<file path="src/rtl/popcount11_unary_tx.sv">
// Serialises a CW-bit count as an N_BITS-long unary (thermometer) frame, ones first.
// Optional self-check monitor: define POPCOUNT11_UNARY_TX_CHECK_EN.
module popcount11_unary_tx #(
    parameter int N_BITS   = 11,
    parameter int CW       = 4,
    parameter int IDLE_GAP = 0
) (
    input  logic          clk,
    input  logic          rst,
    input  logic [CW-1:0] in_count,
    input  logic          in_valid,
    output logic          in_ready,
    output logic          out_bit,
    output logic          out_valid,
    input  logic          out_ready,
    output logic          out_last,
    output logic          err_range,
    output logic          err_check
);

    localparam int GW = (IDLE_GAP > 1) ? $clog2(IDLE_GAP + 1) : 1;

    typedef enum logic [1:0] {IDLE, SHIFT, GAP} state_t;

    state_t        state;
    logic [CW-1:0] cnt_q;
    logic [CW-1:0] idx;
    logic [CW-1:0] idx_nxt;
    logic [CW-1:0] cnt_in;
    logic [GW-1:0] gap_cnt;
    logic          accept;
    logic          out_hs;
    logic          last_hs;

    // A new count may be taken in the same cycle the previous frame's last bit leaves
    assign in_ready = !rst && ((state == IDLE) ||
                      ((IDLE_GAP == 0) && (state == SHIFT) && out_last && out_ready));

    always_comb begin
        accept  = in_valid & in_ready;
        out_hs  = out_valid & out_ready;
        last_hs = out_hs & out_last;
        idx_nxt = idx + CW'(1);
        cnt_in  = (in_count > CW'(N_BITS)) ? CW'(N_BITS) : in_count;
    end

    // Outputs are registered and precomputed from the index they will present next
    always_ff @(posedge clk or posedge rst) begin
        if (rst) begin
            state     <= IDLE;
            cnt_q     <= '0;
            idx       <= '0;
            gap_cnt   <= '0;
            out_valid <= 1'b0;
            out_bit   <= 1'b0;
            out_last  <= 1'b0;
            err_range <= 1'b0;
        end else begin
            err_range <= 1'b0;
            if (accept) begin
                state     <= SHIFT;
                cnt_q     <= cnt_in;
                idx       <= '0;
                out_valid <= 1'b1;
                out_bit   <= (cnt_in != '0);
                out_last  <= (N_BITS == 1);
                err_range <= (in_count > CW'(N_BITS));
            end else begin
                case (state)
                    SHIFT: begin
                        if (out_hs) begin
                            if (out_last) begin
                                out_valid <= 1'b0;
                                out_bit   <= 1'b0;
                                out_last  <= 1'b0;
                                idx       <= '0;
                                gap_cnt   <= '0;
                                state     <= (IDLE_GAP > 0) ? GAP : IDLE;
                            end else begin
                                idx      <= idx_nxt;
                                out_bit  <= (idx_nxt < cnt_q);
                                out_last <= (idx_nxt == CW'(N_BITS - 1));
                            end
                        end
                    end
                    GAP: begin
                        if (gap_cnt == GW'(IDLE_GAP - 1)) begin
                            state <= IDLE;
                        end else begin
                            gap_cnt <= gap_cnt + GW'(1);
                        end
                    end
                    default: ;
                endcase
            end
        end
    end

`ifdef POPCOUNT11_UNARY_TX_CHECK_EN
    logic [CW-1:0] sum_q;

    // Independent ones-counter: a frame whose emitted ones disagree with cnt_q flags a shift fault
    always_ff @(posedge clk or posedge rst) begin
        if (rst) begin
            sum_q     <= '0;
            err_check <= 1'b0;
        end else begin
            err_check <= 1'b0;
            if (last_hs) begin
                err_check <= ((sum_q + CW'(out_bit)) != cnt_q);
            end
            if (accept) begin
                sum_q <= '0;
            end else if (out_hs) begin
                sum_q <= sum_q + CW'(out_bit);
            end
        end
    end
`else
    assign err_check = 1'b0;
`endif

endmodule

</file>
<file path="config.mk">
export PLATFORM = sky130hd
export DESIGN_NAME = popcount11_unary_tx
export DESIGN_NICKNAME = d
export VERILOG_FILES = /design/src/rtl/popcount11_unary_tx.sv
export SDC_FILE = /design/constraint.sdc
export NUM_CORES = 1
export LEC_CHECK = 0
export CORE_UTILIZATION = 50
export CTS_BUF_LIST = sky130_fd_sc_hd__clkbuf_4 sky130_fd_sc_hd__clkbuf_8
export CTS_CLUSTER_DIAMETER = 30
export DETAILED_ROUTE_END_ITERATION = 8
export GPL_TIMING_DRIVEN = 0
export PLACE_DENSITY = 0.77
export SYNTH_ARGS = -nofsm -noshare
export SYNTH_HDL_FRONTEND = slang
export SYNTH_SLANG_ARGS = --single-unit
</file>
<file path="constraint.sdc">
create_clock -name clk -period 1.9 [get_ports clk]
set_input_delay 0.19 -clock clk [delete_from_list [all_inputs] [get_ports clk]]
set_output_delay 0.19 -clock clk [all_outputs]
set_load 0.005 [all_outputs]
</file>
==> impl_metrics.tcl <==
set metrics [dict create \
    status "finished clean" \
    synth_nets 83 \
    drc 0 \
    worstSetupStartpointType "input port" \
    port_buffers 12 \
    rows 13 \
    dp_hpwl_um 941 \
    cp-end-kind "primary output" \
    ant_nets 0 \
    die_x_um 40.3 \
    postCtsSetupBuffers 0 \
    seq_area_frac_synth_pct 44.3 \
    reg2reg_slack_ns 0.19 \
    ir_worst_vdd_mv 0.803 \
    cts_tree "yes" \
    fin_setup_tns_ns 0 \
    nNetsFinal 100 \
    final_cell_mix "dfrtp_1 (13), clkdlybuf4s50_1 (12), inv_1 (10)" \
    insertion_delay_ns 0.28 \
    power-per-cell-area_mw_per_mm2 1390 \
    antenna_found_initial 0 \
    holdWs_ns 0.292 \
    cts_root_buf "clkbuf_4" \
    layout_commonest_cell "dfrtp_1" \
    setup_viol 0 \
    syn_inst 70 \
    wl_met2_um 516 \
    initial_core_util_pct 55.1 \
    avgSynthCellArea_sq_um 10.5 \
    min_period_ns 1.73 \
    clock_path_buffers 2 \
    core_area_sq_mm 0.00133 \
    p_leak_nw 0.423 \
    wl_met3_um 48 \
    grt_first_pass_wirelength_um 1990 \
    grt_pass1_vias 468 \
    maxCapViolations 0 \
    post-place-ws_ns 0.175 \
    met1_length_um 661 \
    rsz0062_at_grt "false" \
    place_inst 97 \
    vias_per_cell 5.47 \
    ctsHtreeMaxLevel 1 \
    highest_layer "met4" \
    grtUsageTotal_pct 19.3 \
    dieArea_sq_mm 0.00163 \
    final_layout_size_suffix_gt1_share_pct 11.6 \
    drtIter0Drc 9 \
    clock_sinks 13 \
    die_h_um 40.3 \
    reg2reg_to "out_bit" \
    arrival_ns 1.54 \
    cp.required_ns 1.71 \
    final-max-slew-violation-count 0 \
    cts_hold_buf 0 \
    critPathKind "in2out" \
    gr-total-overflow 0 \
    fin_crit_sh_pct 91.2 \
    finalPower_w 0.00126 \
    postCtsResizedCells 0 \
    hold_viol 0 \
    grt_max_degree 14 \
    globalplace.congestion 0.766 \
    worstReg2RegStart "idx[0]" \
    boundaryPins 14 \
    yosys_warnings 0 \
    path_clk_slew_ns 0.08 \
    diodes 0 \
    cp_max_fo 8 \
    r2r_cells 7 \
    synth_seq_cells 13 \
    synth_area_sq_um 734 \
    num_vias 552 \
    synth.distinct_cells 30 \
    wl_um 1260 \
    finalNonFillerCells 101 \
    area_growth_pct 23.0 \
    max_clock_freq_mhz 577 \
    wl_per_cell_um 12.4 \
    min_path_type "in2async" \
    cts_buffers 3 \
    skew_ns 0.00209 \
    fin_ws_ns 0.167 \
    first_pass_iters 4 \
]
[final cells by class]
cell class                 instances  area [sq um]
timing repair buffer              12           120
fill                             110           430
clock buffer                       4          30.0
sequential                        13           325
buffer                             1          7.51
tap                               15          18.8
multi-input combinational         46           364
inverter                          10          37.5
[cell families (layout without fill, tap and decap cells)]
| kind of cell | after synthesis | after routing | synth area share [%] |
|---|---|---|---|
| AOI/OAI and AO/OA | 19 | 19 | 20.1 |
| adders and majority gates | 5 | 5 | 8.52 |
| muxes | 4 | 4 | 6.13 |
| other | 1 | 1 | 0.511 |
| buffers and inverters | 11 | 27 | 6.13 |
| xor gates and xnor gates | 1 | 1 | 1.19 |
| DFF | 13 | 13 | 44.3 |
| and+or+nand+nor | 16 | 16 | 13.1 |
[per-stage QoR]
stage | instance area, sq um | util [%]
finish | 903 | 67.7
detailed placement | 873 | 65.5
global placement | 873 | 65.5
CTS | 903 | 67.7
global route | 903 | 67.7
floorplan | 734 | -
[layer usage]
| metal | track usage [%] | vias to the layer above |
|---|---|---|
| li1 | - | 281 |
| met1 | 25.5 | 251 |
| met2 | 29.8 | 16 |
| met3 | 3.33 | 4 |
| met4 | 10.0 | 0 |
| met5 | 0 | - |
[synthesized netlist by cell type, drive strengths merged]
cell type	n	share of area [%]
dfrtp	13	44
inv	10	5.1
or2b	1	1.0
nand2b	3	2.6
a21o	3	3.1
conb	1	0.51
mux2i	3	4.1
o211ai	1	1.0
nand3	4	2.7
nor3	1	0.68
nand2	1	0.51
mux2	1	2.0
nand4b	1	1.2
a21oi	3	2.0
ha	5	8.5
and3	1	0.85
o21ai	4	2.7
xnor2	1	1.2
o41ai	1	2.2
o32ai	1	1.2
buf	1	1.0
a21boi	1	2.6
or4	1	1.0
a2bb2oi	1	1.2
o22ai	2	1.7
nor2	3	2.6
o31ai	1	1.0
a21bo	1	1.4
[registers in the layout, summed over array words and instances, names as in the netlist]
name	count
cnt_q	4
idx	4
err_range	1
out_bit	1
out_last	1
out_valid	1
state	1
[worst max-delay path by stage]
stage              start       end  depth (start not counted)
6_report       out_ready  in_ready                          4
5_1_grt         out_last  in_ready                          3
4_1_cts        out_ready  in_ready                          4
3_5_place_dp   out_ready  in_ready                          4
3_3_place_gp   out_ready  in_ready                          4
2_1_floorplan     idx[0]   out_bit                          7
[power by group]
part           internal [W]  total, W  switching, W
registers          0.000392  0.000480     0.0000873
logic              0.000307  0.000589      0.000282
clock network     0.0000957  0.000189     0.0000933
total              0.000795   0.00126      0.000463
[critical path, cell delays in order]
cell and delay, ns:
clkdlybuf4s50_1 0.51, a21boi_4 0.32, nor2_1 0.07, clkdlybuf4s50_1 0.44
No activity file was read; power rests on OpenSTA's default activity.
